## src/rtl/checkpoint_alloc_ctrl_pkg.sv

```systemverilog
// checkpoint_alloc_ctrl_pkg: shared constants and types for the branch checkpoint allocator
package checkpoint_alloc_ctrl_pkg;

    localparam int CHKPT_NUM  = 4;
    localparam int CHKPT_ID_W = 2;
    localparam int ROB_TAG_W  = 5;

    typedef enum logic {IDLE, RECOVER} chkpt_ctrl_state_e;

    typedef struct packed {
        logic                 valid;
        logic                 resolved;
        logic [ROB_TAG_W-1:0] rob_tag;
    } chkpt_meta_t;

endpackage

```

## src/rtl/checkpoint_alloc_ctrl_tag_cam.sv

```systemverilog
// chkpt_tag_cam: combinational ROB-tag match over the valid checkpoint slots
module chkpt_tag_cam
    import checkpoint_alloc_ctrl_pkg::*;
#(
    parameter int N    = CHKPT_NUM,
    parameter int ID_W = CHKPT_ID_W
) (
    input  chkpt_meta_t          slots [N],
    input  logic [ROB_TAG_W-1:0] tag,
    output logic                 hit,
    output logic [ID_W-1:0]      idx
);

    // Scan from the top down so the lowest matching slot wins if tags ever alias
    always_comb begin
        hit = 1'b0;
        idx = '0;
        for (int i = N - 1; i >= 0; i--) begin
            if (slots[i].valid && slots[i].rob_tag == tag) begin
                hit = 1'b1;
                idx = ID_W'(i);
            end
        end
    end

endmodule

```

## src/rtl/checkpoint_alloc_ctrl.sv

```systemverilog
// checkpoint_alloc_ctrl: in-order allocation, release and mispredict recovery of branch checkpoints
module checkpoint_alloc_ctrl
    import checkpoint_alloc_ctrl_pkg::*;
#(
    parameter int NUM_CHKPT = CHKPT_NUM,
    parameter int ID_W      = CHKPT_ID_W,
    parameter int TAG_W     = ROB_TAG_W
) (
    input  logic                 clk,
    input  logic                 reset,
    input  logic                 alloc_req,
    input  logic [TAG_W-1:0]     alloc_rob_tag,
    output logic                 alloc_grant,
    output logic [ID_W-1:0]      alloc_id,
    output logic                 rename_stall,
    input  logic                 resolve_valid,
    input  logic [TAG_W-1:0]     resolve_tag,
    input  logic                 mispredict,
    input  logic [TAG_W-1:0]     mispredict_tag,
    output logic                 restore_valid,
    output logic [ID_W-1:0]      restore_id,
    output logic [NUM_CHKPT-1:0] squash_mask,
    output logic                 release_valid,
    output logic [ID_W-1:0]      release_id,
    output logic [NUM_CHKPT-1:0] valid_mask,
    output logic [ID_W:0]        count,
    output logic                 mispredict_miss
);

    chkpt_ctrl_state_e     state_q, state_d;
    chkpt_meta_t           meta_q [NUM_CHKPT];
    chkpt_meta_t           meta_d [NUM_CHKPT];
    logic [ID_W-1:0]       head_q, head_d, tail_q, tail_d;
    logic [ID_W:0]         count_q, count_d;
    logic                  restore_valid_q, restore_valid_d;
    logic [ID_W-1:0]       restore_id_q, restore_id_d;
    logic [NUM_CHKPT-1:0]  squash_mask_q, squash_mask_d;
    logic                  release_valid_q, release_valid_d;
    logic [ID_W-1:0]       release_id_q, release_id_d;
    logic                  miss_q, miss_d;
    logic                  alloc_ready, release_fire;
    logic                  rs_hit, mp_hit;
    logic [ID_W-1:0]       rs_idx, mp_idx, keep;

    chkpt_tag_cam #(.N(NUM_CHKPT), .ID_W(ID_W)) u_resolve_cam (
        .slots (meta_q),
        .tag   (resolve_tag),
        .hit   (rs_hit),
        .idx   (rs_idx)
    );

    chkpt_tag_cam #(.N(NUM_CHKPT), .ID_W(ID_W)) u_mispredict_cam (
        .slots (meta_q),
        .tag   (mispredict_tag),
        .hit   (mp_hit),
        .idx   (mp_idx)
    );

    // Fullness is judged on the current count only, so a same-cycle release never unblocks rename
    assign alloc_ready  = (state_q == IDLE) && (count_q < (ID_W+1)'(NUM_CHKPT));
    assign alloc_grant  = alloc_req && alloc_ready && !mispredict;
    assign rename_stall = alloc_req && !alloc_ready;
    assign alloc_id     = tail_q;
    assign release_fire = meta_q[head_q].valid && meta_q[head_q].resolved && !mispredict;
    assign keep         = mp_idx - head_q;

    assign restore_valid   = restore_valid_q;
    assign restore_id      = restore_id_q;
    assign squash_mask     = squash_mask_q;
    assign release_valid   = release_valid_q;
    assign release_id      = release_id_q;
    assign count           = count_q;
    assign mispredict_miss = miss_q;

    // Occupancy view of the slot array
    always_comb begin
        valid_mask = '0;
        for (int i = 0; i < NUM_CHKPT; i++) valid_mask[i] = meta_q[i].valid;
    end

    // Next state: a mispredict pre-empts everything; otherwise resolve, release and allocate together
    always_comb begin
        state_d         = (state_q == RECOVER) ? IDLE : state_q;
        meta_d          = meta_q;
        head_d          = head_q;
        tail_d          = tail_q;
        count_d         = count_q;
        restore_valid_d = 1'b0;
        restore_id_d    = '0;
        squash_mask_d   = '0;
        release_valid_d = 1'b0;
        release_id_d    = '0;
        miss_d          = 1'b0;
        if (mispredict) begin
            if (mp_hit) begin
                // Slots whose age offset from head is at least that of the mispredicted one are younger-or-equal
                for (int i = 0; i < NUM_CHKPT; i++) begin
                    if (meta_q[i].valid && (ID_W'(i) - head_q) >= keep) begin
                        meta_d[i].valid    = 1'b0;
                        meta_d[i].resolved = 1'b0;
                        squash_mask_d[i]   = 1'b1;
                    end
                end
                tail_d          = mp_idx;
                count_d         = {1'b0, keep};
                restore_valid_d = 1'b1;
                restore_id_d    = mp_idx;
                state_d         = RECOVER;
            end else begin
                miss_d = 1'b1;
            end
        end else begin
            if (resolve_valid && rs_hit) meta_d[rs_idx].resolved = 1'b1;
            if (release_fire) begin
                meta_d[head_q].valid    = 1'b0;
                meta_d[head_q].resolved = 1'b0;
                head_d                  = head_q + 1'b1;
                release_valid_d         = 1'b1;
                release_id_d            = head_q;
            end
            if (alloc_grant) begin
                meta_d[tail_q].valid    = 1'b1;
                meta_d[tail_q].resolved = 1'b0;
                meta_d[tail_q].rob_tag  = alloc_rob_tag;
                tail_d                  = tail_q + 1'b1;
            end
            count_d = count_q + (ID_W+1)'(alloc_grant) - (ID_W+1)'(release_fire);
        end
    end

    // State and registered pulse outputs; reset also aborts any recovery in progress
    always_ff @(posedge clk) begin
        if (reset) begin
            state_q         <= IDLE;
            head_q          <= '0;
            tail_q          <= '0;
            count_q         <= '0;
            restore_valid_q <= 1'b0;
            restore_id_q    <= '0;
            squash_mask_q   <= '0;
            release_valid_q <= 1'b0;
            release_id_q    <= '0;
            miss_q          <= 1'b0;
            for (int i = 0; i < NUM_CHKPT; i++) meta_q[i] <= '0;
        end else begin
            state_q         <= state_d;
            head_q          <= head_d;
            tail_q          <= tail_d;
            count_q         <= count_d;
            restore_valid_q <= restore_valid_d;
            restore_id_q    <= restore_id_d;
            squash_mask_q   <= squash_mask_d;
            release_valid_q <= release_valid_d;
            release_id_q    <= release_id_d;
            miss_q          <= miss_d;
            meta_q          <= meta_d;
        end
    end

endmodule

```

## config.mk

```make
export PLATFORM = sky130hd
export DESIGN_NAME = checkpoint_alloc_ctrl
export DESIGN_NICKNAME = d
export VERILOG_FILES = /design/src/rtl/checkpoint_alloc_ctrl_pkg.sv /design/src/rtl/checkpoint_alloc_ctrl_tag_cam.sv /design/src/rtl/checkpoint_alloc_ctrl.sv
export SDC_FILE = /design/constraint.sdc
export NUM_CORES = 1
export LEC_CHECK = 0
export CAP_MARGIN = 40
export CORE_AREA = 2 2 78 80
export CTS_CLUSTER_SIZE = 20
export DETAILED_ROUTE_END_ITERATION = 8
export DIE_AREA = 0 0 80 82
export HOLD_SLACK_MARGIN = 0.02
export PLACE_DENSITY = 0.85
export SYNTH_ARGS = -nofsm -noshare
export SYNTH_HDL_FRONTEND = slang
export SYNTH_SLANG_ARGS = --single-unit
```

## constraint.sdc

```tcl
create_clock -name clk -period 3.5 [get_ports clk]
set_input_delay 0.7 -clock clk [delete_from_list [all_inputs] [get_ports clk]]
set_output_delay 0.7 -clock clk [all_outputs]
set_load 0.005 [all_outputs]
```

==> out/metrics.cfg, run 1 <==
[run_status]
status=finished clean

[clock_tree]
cts_h_tree_lvls=2
clock_sink_count=46
cts_hold_buffers=0
clock_latency_ns=0.31
cts-root-buf=sky130_fd_sc_hd__clkbuf_8
clk_pin_slew_ns=0.09
cts-buffers-inserted=5
clk_path_buf_depth=2
clock_tree_from_tritoncts=built

[layout]
stdcell_area_sq_um=3610
layout.filler_cells=483
n_antenna_cell=0
post-route-util_pct=62.9
layout.nets=436
area_growth_syn_to_layout_pct=31.4
layout_cells_sized_above_1_pct=15.7

[placed_design]
post_dp_cell_area_sq_um=3450
io_buf_count=41
post-dp-hpwl_um=5720
gp_congestion=0.908

[timing]
finalCritPeriodShare_pct=95.9
slew_violations=0
setup-violations-final=0
period_needed_ns=3.36
finalClockSkew_ns=0.00713
clock.fmax_mhz=298
finalHoldViolCount=0
worst_slew_margin_rel_pct=64.5
finalHoldWorstSlack_ns=0.502
worst_slew_pin_slew_ns=0.532
rsz0062_at_grt=no

[drt]
drtAntennaViolNets=0
vias_per_cell=5.62
postRouteWirelength_um=7530
drt_iter0_markers=283
remaining_drc_errors=0
routed-via-count=2680
first_pass_iters=5
route.detailed.wl_per_inst_um=15.8

[worst_setup_path]
critical_path_cell_sequence=clkdlybuf4s50_1 > xor2_1 > nor4_2 > nand3_2 > a21oi_1 > or2_4 > inv_2 > ha_1 > xor2_1 > or2_2 > nand2_1 > o32ai_1 > buf_4 > a221oi_1
crit_fanout=3
rrSetupSlack_ns=0.44
crit_family=simple AND/OR/NAND/NOR gates
setup.worst_path.class=primary input to flop
worst_setup_sp=mispredict_tag[3]
endpoint=valid_mask[0]
worst_ep_arrival_time_ns=3.57
reg2regPathDepth=14
worst_r2r_startpoint=head_q[0]
critical_path.max_stage_delay_ns=0.48
wp_data_required_ns=3.72
worstPathBufferInverterCount=3
critical-path-top-cell-by-count=sky130_fd_sc_hd__xor2_1
critical_path.startpoint_type=primary input
total_stage_count_of_the_critical_path=14
timing.rr.end=count[2]
slowest_stage=sky130_fd_sc_hd__clkdlybuf4s50_1
end_kind=flop

[power]
p_total_w=0.00105
power.density_cell_area_nw_per_um2=290
total_leakage_power_nw=1.47
peakVddDrop_mv=0.153

[die]
core_sq_um=5750
floorplan.die_area_sq_um=6560
die-height_um=82
fp.dieW_um=80
floorplan.rows=28
ioPinCount=42
starting_density_of_the_core_pct=47.9

[synthesis]
yosys-top-cells-count=49 x sky130_fd_sc_hd__nand2_1, 46 x sky130_fd_sc_hd__dfxtp_1, 29 x sky130_fd_sc_hd__a21oi_1
post_synth_instance_area_sq_um=2750
area_fraction_in_compound_gates_after_synthesis_pct=14.5
yosys_top_cell_area_share_pct=33.5
post_synthesis_simple_gate_area_fraction_pct=23.5
postSynthAreaPerCell_sq_um=8.29
synth_cell_type_count=51
synth_fa_ha_area_share_pct=7.09
synth-xor-area-share_pct=15.0
synth_seq_cells=46
synth_warnings=0
postSynthCellCount=332
synth-seq-area-share_pct=33.5
biggest_area_consumer_among_synthesized_cells=sky130_fd_sc_hd__dfxtp_1
postSynth.asyncResetShare_pct=0
synth-edff-count=0
post-synth-top-count-cell=sky130_fd_sc_hd__nand2_1
synthTopCellsByArea=sky130_fd_sc_hd__dfxtp_1 33%, sky130_fd_sc_hd__xor2_1 8.9%, sky130_fd_sc_hd__nand2_1 6.7%
synth-main-ff-cell=sky130_fd_sc_hd__dfxtp_1
synth_nets=367
combinational_family_with_the_most_area_after_synthesis=simple AND/OR/NAND/NOR gates
post_synth_mux_area_share_pct=1.46

[min_path]
hold-path-cell-count=2
hp-class=flop to flop

[grt]
grt_remaining_overflow=0
first_global_vias=2563
grt_antenna_before_repair=0
global_route_wire_length_before_repair_um=12000
grt_max_degree=27
grt.total_usage_pct=23.9

[job]
max-cap-violations=0

==> metrics by stage <==
| stage | std cells | setup WS [ns] | setup TNS [ns] |
|---|---|---|---|
| floorplan | 332 | 0.0322 | 0 |
| global placement | 467 | -0.277 | -2.01 |
| detailed placement | 467 | -0.320 | -2.05 |
| CTS | 475 | 0.0405 | 0 |
| global route | 477 | 0.0609 | 0 |
| finish | 477 | 0.145 | 0 |
==> worst min path at each step <==
stage,end,from
3_3_place_gp,meta_q[12],meta_q[12]
3_5_place_dp,meta_q[12],meta_q[12]
4_1_cts,meta_q[5],meta_q[5]
6_report,meta_q[5],meta_q[5]
5_1_grt,meta_q[4],meta_q[4]
2_1_floorplan,meta_q[12],meta_q[12]
==> metal layers <==
metal | routed length [um] | part of all wire, % | GRT usage [%] | vias up
met2 | 3650 | 48 | 39.6 | 113
met5 | 0 | 0 | 0 | -
met3 | 475 | 6.3 | 4.40 | 21
li1 | - | - | - | 1275
met1 | 3240 | 43 | 30.6 | 1271
met4 | 164 | 2.2 | 10.2 | 0
==> cell type report <==
cell class	instances	area, sq um	share of cell area, %
timing repair buffer	79	703	19.5
multi-input combinational	254	1750	48.4
clock inverter	3	21.3	0.588
inverter	15	57.6	1.59
sequential	46	921	25.5
tap	75	93.8	2.60
clock buffer	5	68.8	1.90
==> timing repair <==
| action | CTS | global route |
|---|---|---|
| setup buffers | 0 | 2 |
| hold endpoints to repair | 0 | 0 |
| gates resized for setup | 2 | 12 |
| pin swaps | 0 | 4 |
| setup endpoints to repair | 2 | 8 |
==> logic make-up (layout without fill, tap and decap cells) <==
kind of cell,Yosys count,after routing
AOI/OAI and AO/OA,61,61
adders and majority gates,15,15
DFF,46,46
muxes,4,4
buffers and inverters,32,102
and+or+nand+nor,127,127
xor gates and xnor gates,47,47
==> registers in the layout (all words and copies together) (netlist names) <==
signal and count:
mispredict_miss 1, valid_mask 4, restore_valid 1, squash_mask 4
meta_q 24, release_id 2, count 3, restore_id 2
head_q 2, release_valid 1, alloc_id 2
==> power breakdown <==
part / internal, W / leakage [nW] / switching, W
clock network: 0.000141 / 0.0441 / 0.000194
logic: 0.0000805 / 1.05 / 0.0000825
registers: 0.000535 / 0.372 / 0.0000162
total: 0.000756 / 1.47 / 0.000292
==> worst register-to-register path: stages, from the launching register on <==
cell and delay (ns):
sky130_fd_sc_hd__dfxtp_1 0.66, sky130_fd_sc_hd__and3_1 0.25, sky130_fd_sc_hd__a311oi_1 0.05, sky130_fd_sc_hd__buf_4 0.18
sky130_fd_sc_hd__nor3_1 0.33, sky130_fd_sc_hd__ha_1 0.31, sky130_fd_sc_hd__inv_1 0.06, sky130_fd_sc_hd__ha_1 0.12
sky130_fd_sc_hd__inv_1 0.05, sky130_fd_sc_hd__fa_1 0.36, sky130_fd_sc_hd__xor2_1 0.19, sky130_fd_sc_hd__nor2_1 0.06
sky130_fd_sc_hd__a21oi_1 0.13, sky130_fd_sc_hd__a2bb2oi_1 0.16, sky130_fd_sc_hd__nor2_1 0.05
==> cell usage in the layout (no fill, tap or decap), types with 2 or more instances in the layout <==
cell,Yosys,layout
sky130_fd_sc_hd__nand2b_1,4,4
sky130_fd_sc_hd__inv_2,1,2
sky130_fd_sc_hd__nor2_1,17,17
sky130_fd_sc_hd__clkdlybuf4s50_1,0,38
sky130_fd_sc_hd__nor3_1,4,4
sky130_fd_sc_hd__mux2i_1,4,4
sky130_fd_sc_hd__inv_1,13,12
sky130_fd_sc_hd__xnor2_1,19,17
sky130_fd_sc_hd__and3_1,9,9
sky130_fd_sc_hd__o211ai_1,2,2
sky130_fd_sc_hd__a211oi_1,4,4
sky130_fd_sc_hd__nor4_1,7,7
sky130_fd_sc_hd__nand4_1,3,3
sky130_fd_sc_hd__a21o_1,2,2
sky130_fd_sc_hd__nand3_1,17,17
sky130_fd_sc_hd__xor2_1,28,28
sky130_fd_sc_hd__nand2_1,49,48
sky130_fd_sc_hd__a21oi_1,29,29
sky130_fd_sc_hd__ha_1,14,13
sky130_fd_sc_hd__nor2b_1,4,4
sky130_fd_sc_hd__a311oi_1,3,3
sky130_fd_sc_hd__and2_1,4,4
sky130_fd_sc_hd__nor4b_4,1,2
sky130_fd_sc_hd__clkinv_2,1,2
sky130_fd_sc_hd__dfxtp_1,46,46
sky130_fd_sc_hd__buf_4,4,38
sky130_fd_sc_hd__clkbuf_8,0,5
sky130_fd_sc_hd__o21a_1,2,2
sky130_fd_sc_hd__dlymetal6s2s_1,0,3
sky130_fd_sc_hd__a221oi_1,2,2
sky130_fd_sc_hd__o21ai_1,3,5
No activity file was read; power rests on OpenSTA's default activity.
==> run 2: changes to the inputs <==
REMOVE_ABC_BUFFERS = 1   (was default)
==> run 2 against run 1 <==
- cell area rose by 0.35%
- clock skew rose by 0.0078 ns
- non-clock buffer count fell by 1
- core utilization rose by 0.22 points
- largest cell class unchanged
- largest power group unchanged
==> out/metrics.cfg, run 2 (synthesis gave the netlist of run 1 again) <==
[run_status]
status=finished clean

[die]
floorplan.die_area_sq_um=6560
ioPinCount=42
die-height_um=82
core_sq_um=5750
starting_density_of_the_core_pct=47.9
floorplan.rows=28
fp.dieW_um=80

[timing]
worst_slew_pin_slew_ns=0.604
clock.fmax_mhz=310
finalCritPeriodShare_pct=92.1
worst_slew_margin_rel_pct=59.5
period_needed_ns=3.22
finalHoldViolCount=0
setup-violations-final=0
finalClockSkew_ns=0.0149
final_critical_path_setup_slack_ns=0.278
rsz0062_at_grt=no
slew_violations=0

[layout]
layout.filler_cells=444
multi_input_area_sq_um=1740
n_antenna_cell=0
area_growth_syn_to_layout_pct=31.8
area.sequential_sq_um=921
number_of_flip_flops_under_the_largest_register_name=24
stdcell_area_sq_um=3630
layout.nets=435
top_register=meta_q
layout_cells_sized_above_1_pct=15.7
layout.cells.most_common=sky130_fd_sc_hd__nand2_1
layout.cells.most_common_list=48 x sky130_fd_sc_hd__nand2_1, 46 x sky130_fd_sc_hd__dfxtp_1, 37 x sky130_fd_sc_hd__buf_4

[grt]
grt_antenna_before_repair=0
grt_remaining_overflow=0
global_route_wire_length_before_repair_um=11800
grt_max_degree=34
grt.total_usage_pct=23.4
first_global_vias=2534

[clock_tree]
cts-root-buf=sky130_fd_sc_hd__clkbuf_8
clock_sink_count=46
clock_latency_ns=0.31
clock_tree_from_tritoncts=built
clk_pin_slew_ns=0.08
clk_path_buf_depth=2
cts-buffers-inserted=5
cts_hold_buffers=0
cts_h_tree_lvls=2

[drt]
routed-via-count=2684
vias_per_cell=5.64
drtAntennaViolNets=0
remaining_drc_errors=0
drt_iter0_markers=294
first_pass_iters=5
route.detailed.wl_per_inst_um=16.3
postRouteWirelength_um=7740

[power]
internal-power_w=0.000829
power.density_cell_area_nw_per_um2=309
peakVddDrop_mv=0.208
sw_share_pct=26.1
total_leakage_power_nw=1.48
clockPowerShare_pct=36.3
total_switching_power_w=0.000292
pwr-share-comb_pct=14.7
power.sequential.fraction_pct=49.0

[worst_setup_path]
critical-path-top-cell-by-count=sky130_fd_sc_hd__buf_4
critical_path.startpoint_type=primary input
crit_fanout=3
rrSetupSlack_ns=0.34
critical_path_cell_sequence=dlymetal6s2s_1 > xor2_1 > nor4_1 > buf_4 > and3_1 > a21oi_1 > or2_1 > ha_2 > xnor2_2 > buf_4 > buf_4 > xnor2_1 > a31oi_1 > buf_4 > a311oi_1
wp_data_required_ns=3.71
worst_r2r_startpoint=head_q[0]
reg2regPathDepth=13
setup.worst_path.class=primary input to flop
slowest_stage=sky130_fd_sc_hd__nor4_1
critical_path.max_stage_delay_ns=0.32
end_kind=flop
timing.rr.end=count[2]
worst_ep_arrival_time_ns=3.43

[min_path]
hold-path-cell-count=2
hp-class=flop to flop
hold_path.startpoint=meta_q[19]
worst_hold_endpoint=meta_q[19]

[placed_design]
pre_cts_slack_ns=-0.362
io_buf_count=41
post-dp-hpwl_um=5630
post_dp_cell_area_sq_um=3440
gp_congestion=0.914

[job]
max-cap-violations=0

[run 2: cell types whose count changed in the layout (fill, tap and decap cells not counted), sizes merged]
cell	change
buf	-1
bufinv	+1
clkbuf	+1
clkdlybuf4s50	-2
clkinv	-2
dlymetal6s2s	+2
[run 2: what timing repair did]
action	4_1_cts	5_1_grt
pin swaps	1	9
resized for setup	5	11
setup buffers	0	3
setup endpoints to repair	5	9
gates cloned	0	0
[run 2: worst max-delay path by stage]
stage	from	end	slack, ns	cells after the start
2_1_floorplan	mispredict_tag[2]	valid_mask[2]	0.10	14
3_3_place_gp	mispredict_tag[2]	valid_mask[1]	-0.29	16
3_5_place_dp	mispredict_tag[2]	valid_mask[1]	-0.36	16
4_1_cts	mispredict_tag[0]	valid_mask[2]	0.01	16
5_1_grt	mispredict_tag[4]	valid_mask[1]	0.07	15
6_report	mispredict_tag[2]	valid_mask[1]	0.28	15
[run 2: per-layer routing]
layer	track usage (%)	part of all wire, %
met5	0	0
met4	11.5	3.3
met3	3.96	7.1
met2	38.8	48
met1	29.6	41
[run 2: area by class of cell]
| type | instances | area share, % |
|---|---|---|
| Multi-Input combinational cell | 254 | 48.1 |
| Sequential cell | 46 | 25.4 |
| Timing Repair Buffer | 78 | 19.3 |
| Tap cell | 75 | 2.59 |
| Clock buffer | 6 | 2.00 |
| Inverter | 15 | 1.59 |
| Clock inverter | 2 | 1.03 |
[run 2: worst max-delay path: cells and delay by family]
kind,cells,cell delay [ns]
adder cells (fa/ha/maj),1,0.21
buffers and inverters,5,0.76
AND/OR/NAND/NOR,3,0.75
AO/OA/AOI/OAI,3,0.47
XOR/XNOR,3,0.54
[run 2: metrics by stage]
stage	hold slack [ns]	util, %	TNS, ns	instances	total power (W)
floorplan	0.446	-	0	315	0.000633
global placement	0.463	59.9	-1.85	465	0.000717
detailed placement	0.482	59.9	-2.71	465	0.000723
CTS	0.499	62.2	0	473	0.00112
global route	0.533	63.1	0	476	0.00115
finish	0.497	63.1	0	476	0.00112
[run 2: power by group through the flow]
stage | clock, W | combinational (W) | sequential (W)
floorplan | 0 | 0.0000738 | 0.000559
global placement | 0 | 0.000157 | 0.000561
detailed placement | 0 | 0.000162 | 0.000561
CTS | 0.000407 | 0.000163 | 0.000549
global route | 0.000423 | 0.000180 | 0.000551
finish | 0.000407 | 0.000165 | 0.000549
==> run 3: changes to the inputs <==
--- a/config.mk
+++ b/config.mk
@@ -6,5 +6,5 @@
 export NUM_CORES = 1
 export LEC_CHECK = 0
-export CAP_MARGIN = 40
+export CAP_MARGIN = 20
 export CORE_AREA = 2 2 78 80
 export CTS_CLUSTER_SIZE = 20
==> constraint.sdc (replaced) <==
create_clock -name clk -period 3.5 [get_ports clk]
set_input_delay 0.525 -clock clk [delete_from_list [all_inputs] [get_ports clk]]
set_output_delay 0.525 -clock clk [all_outputs]
set_load 0.005 [all_outputs]
==> run 3 against run 2 <==
- critical path depth rose by 1
- maximum frequency down 2.8%
- combinational power is essentially flat
- first-iteration DRC count decreased by 11%
- die area is the same
- global-route usage grew 1.1 points
- flip-flop and latch count unchanged
- count of clock-buffer cells in the layout unchanged
- wire length hardly changed
- clock power is essentially flat
- critical endpoint is now valid_mask[2]
- largest cell class unchanged
- largest power group unchanged
==> out/metrics.cfg, run 3 (synthesis gave the netlist of run 1 again) <==
[clock_tree]
clock_latency_ns=0.31
clk_pin_slew_ns=0.10
postCtsSetupBuffers=0
clock_sink_count=46
cts_hold_buffers=0
cts_h_tree_lvls=2
cts-root-buf=sky130_fd_sc_hd__clkbuf_8
clock_tree_from_tritoncts=built
cts-buffers-inserted=5
clk_path_buf_depth=2

[die]
core_sq_um=5750
die-height_um=82
starting_density_of_the_core_pct=47.9
ioPinCount=42
fp.dieW_um=80
floorplan.die_area_sq_um=6560
floorplan.rows=28

[layout]
area_growth_syn_to_layout_pct=29.8
number_of_flip_flops_under_the_largest_register_name=24
n_antenna_cell=0
post_layout_cell_count=473
layout.filler_cells=471
layout_cells_sized_above_1_pct=13.6
top_register=meta_q
stdcell_area_sq_um=3570
layout.cells.most_common_list=49 x sky130_fd_sc_hd__nand2_1, 46 x sky130_fd_sc_hd__dfxtp_1, 41 x sky130_fd_sc_hd__clkdlybuf4s50_1
layout.cells.most_common=sky130_fd_sc_hd__nand2_1
layout.nets=432

[placed_design]
post-dp-hpwl_um=5770
io_buf_count=41
post_dp_cell_area_sq_um=3440
post-place-cells=465
gp_congestion=0.944

[power]
p_total_w=0.00112
peakVddDrop_mv=0.178
total_leakage_power_nw=1.43
power.density_cell_area_nw_per_um2=314

[timing]
slew_violations=0
worst_slew_pin_slew_ns=0.778
period_needed_ns=3.31
setup-violations-final=0
finalClockSkew_ns=0.0132
finalHoldViolCount=0
finalCritPeriodShare_pct=94.7
clock.fmax_mhz=302
worst_slew_margin_rel_pct=47.7
rsz0062_at_grt=no

[worst_setup_path]
crit_fanout=3
slowest_stage=sky130_fd_sc_hd__clkdlybuf4s50_1
reg2regPathDepth=13
wp_data_required_ns=3.74
worstPathBufferInverterCount=3
worst_r2r_startpoint=head_q[0]
end_kind=flop
setup.worst_path.class=primary input to flop
critical_path.startpoint_type=primary input
timing.rr.end=count[2]
critical_path_cell_sequence=clkdlybuf4s50_1 > buf_4 > xor2_1 > nor4_1 > and3_1 > a21oi_1 > or2_1 > ha_1 > xnor2_2 > xnor2_2 > clkinv_2 > ha_1 > a21o_1 > nand2_1 > o211ai_1 > a21oi_1
worst_ep_arrival_time_ns=3.55
crit_family=simple AND/OR/NAND/NOR gates
critical_path.max_stage_delay_ns=0.44
rrSetupSlack_ns=0.44

[drt]
drtAntennaViolNets=0
routed-via-count=2700
vias_per_cell=5.71
first_pass_iters=5
drt_iter0_markers=261
remaining_drc_errors=0
route.detailed.wl_per_inst_um=16.3
postRouteWirelength_um=7730

[grt]
first_global_vias=2605
global_route_wire_length_before_repair_um=12400
grt.total_usage_pct=24.6
grt_max_degree=34
grt_remaining_overflow=0
grt_antenna_before_repair=0

[min_path]
hold-path-cell-count=2
hold_path.startpoint=meta_q[19]
hp-class=flop to flop
worst_hold_endpoint=meta_q[19]

[job]
max-cap-violations=0

[run_status]
status=finished clean

run 3: cell types whose count changed in the layout (fill, tap and decap cells not counted), sizes merged:
| cell | previous run | this run |
|---|---|---|
| buf | 37 | 34 |
| clkdlybuf4s50 | 36 | 41 |
| dlymetal6s2s | 5 | 0 |
run 3: metrics by stage:
step | setup slack, ns | setup TNS, ns | hold slack, ns | util, %
floorplan | 0.279 | 0 | 0.446 | -
global placement | -0.0516 | -0.0895 | 0.462 | 59.9
detailed placement | -0.238 | -0.694 | 0.487 | 59.9
CTS | 0.0846 | 0 | 0.503 | 61.8
global route | 0.0155 | 0 | 0.529 | 62.2
finish | 0.186 | 0 | 0.504 | 62.2
run 3: layout make-up:
cell class | instances | area [sq um] | share of cell area [%]
multi-input cells | 254 | 1720 | 48.2
clock inverters | 2 | 37.5 | 1.05
inverters | 15 | 57.6 | 1.61
flip-flops and latches | 46 | 921 | 25.8
clock buffers | 6 | 72.6 | 2.03
well taps | 75 | 93.8 | 2.63
repair buffers | 75 | 666 | 18.6
run 3: worst max path at each step:
stage	endpoint	depth (start not counted)	slack, ns	startpoint
after detailed placement	valid_mask[2]	15	-0.24	mispredict_tag[1]
after global placement	valid_mask[2]	15	-0.05	mispredict_tag[2]
after CTS	valid_mask[2]	15	0.08	mispredict_tag[1]
after floorplan	valid_mask[2]	14	0.28	mispredict_tag[2]
final	valid_mask[2]	16	0.19	mispredict_tag[1]
after global routing	valid_mask[1]	16	0.02	mispredict_tag[0]
run 3: worst register-to-register path, stage by stage (launching register included):
cell                        delay (ns)
sky130_fd_sc_hd__dfxtp_1          0.44
sky130_fd_sc_hd__and3_1           0.20
sky130_fd_sc_hd__a311oi_1         0.07
sky130_fd_sc_hd__nor3_1           0.67
sky130_fd_sc_hd__ha_1             0.36
sky130_fd_sc_hd__inv_1            0.05
sky130_fd_sc_hd__ha_1             0.13
sky130_fd_sc_hd__inv_1            0.05
sky130_fd_sc_hd__fa_1             0.37
sky130_fd_sc_hd__xor2_1           0.20
sky130_fd_sc_hd__nor2_1           0.07
sky130_fd_sc_hd__a21oi_1          0.12
sky130_fd_sc_hd__a2bb2oi_1        0.17
sky130_fd_sc_hd__nor2_1           0.05
run 3: power by group:
part | internal [W] | switching, W | total, W
clock | 0.000213 | 0.000191 | 0.000405
combinational | 0.0000811 | 0.0000843 | 0.000165
sequential | 0.000535 | 0.0000152 | 0.000550
run 3: what timing repair did:
item	4_1_cts	5_1_grt
gates resized for setup	0	4
endpoints found under the hold margin	0	0
setup endpoints to repair	0	3
run 3: metal layers:
metal	part of all wire [%]	GRT usage, %	vias to the layer above
li1	-	-	1265
met1	42	30.7	1276
met2	48	41.2	129
met3	7.2	5.38	30
met4	2.7	10.2	0
met5	0	0	-
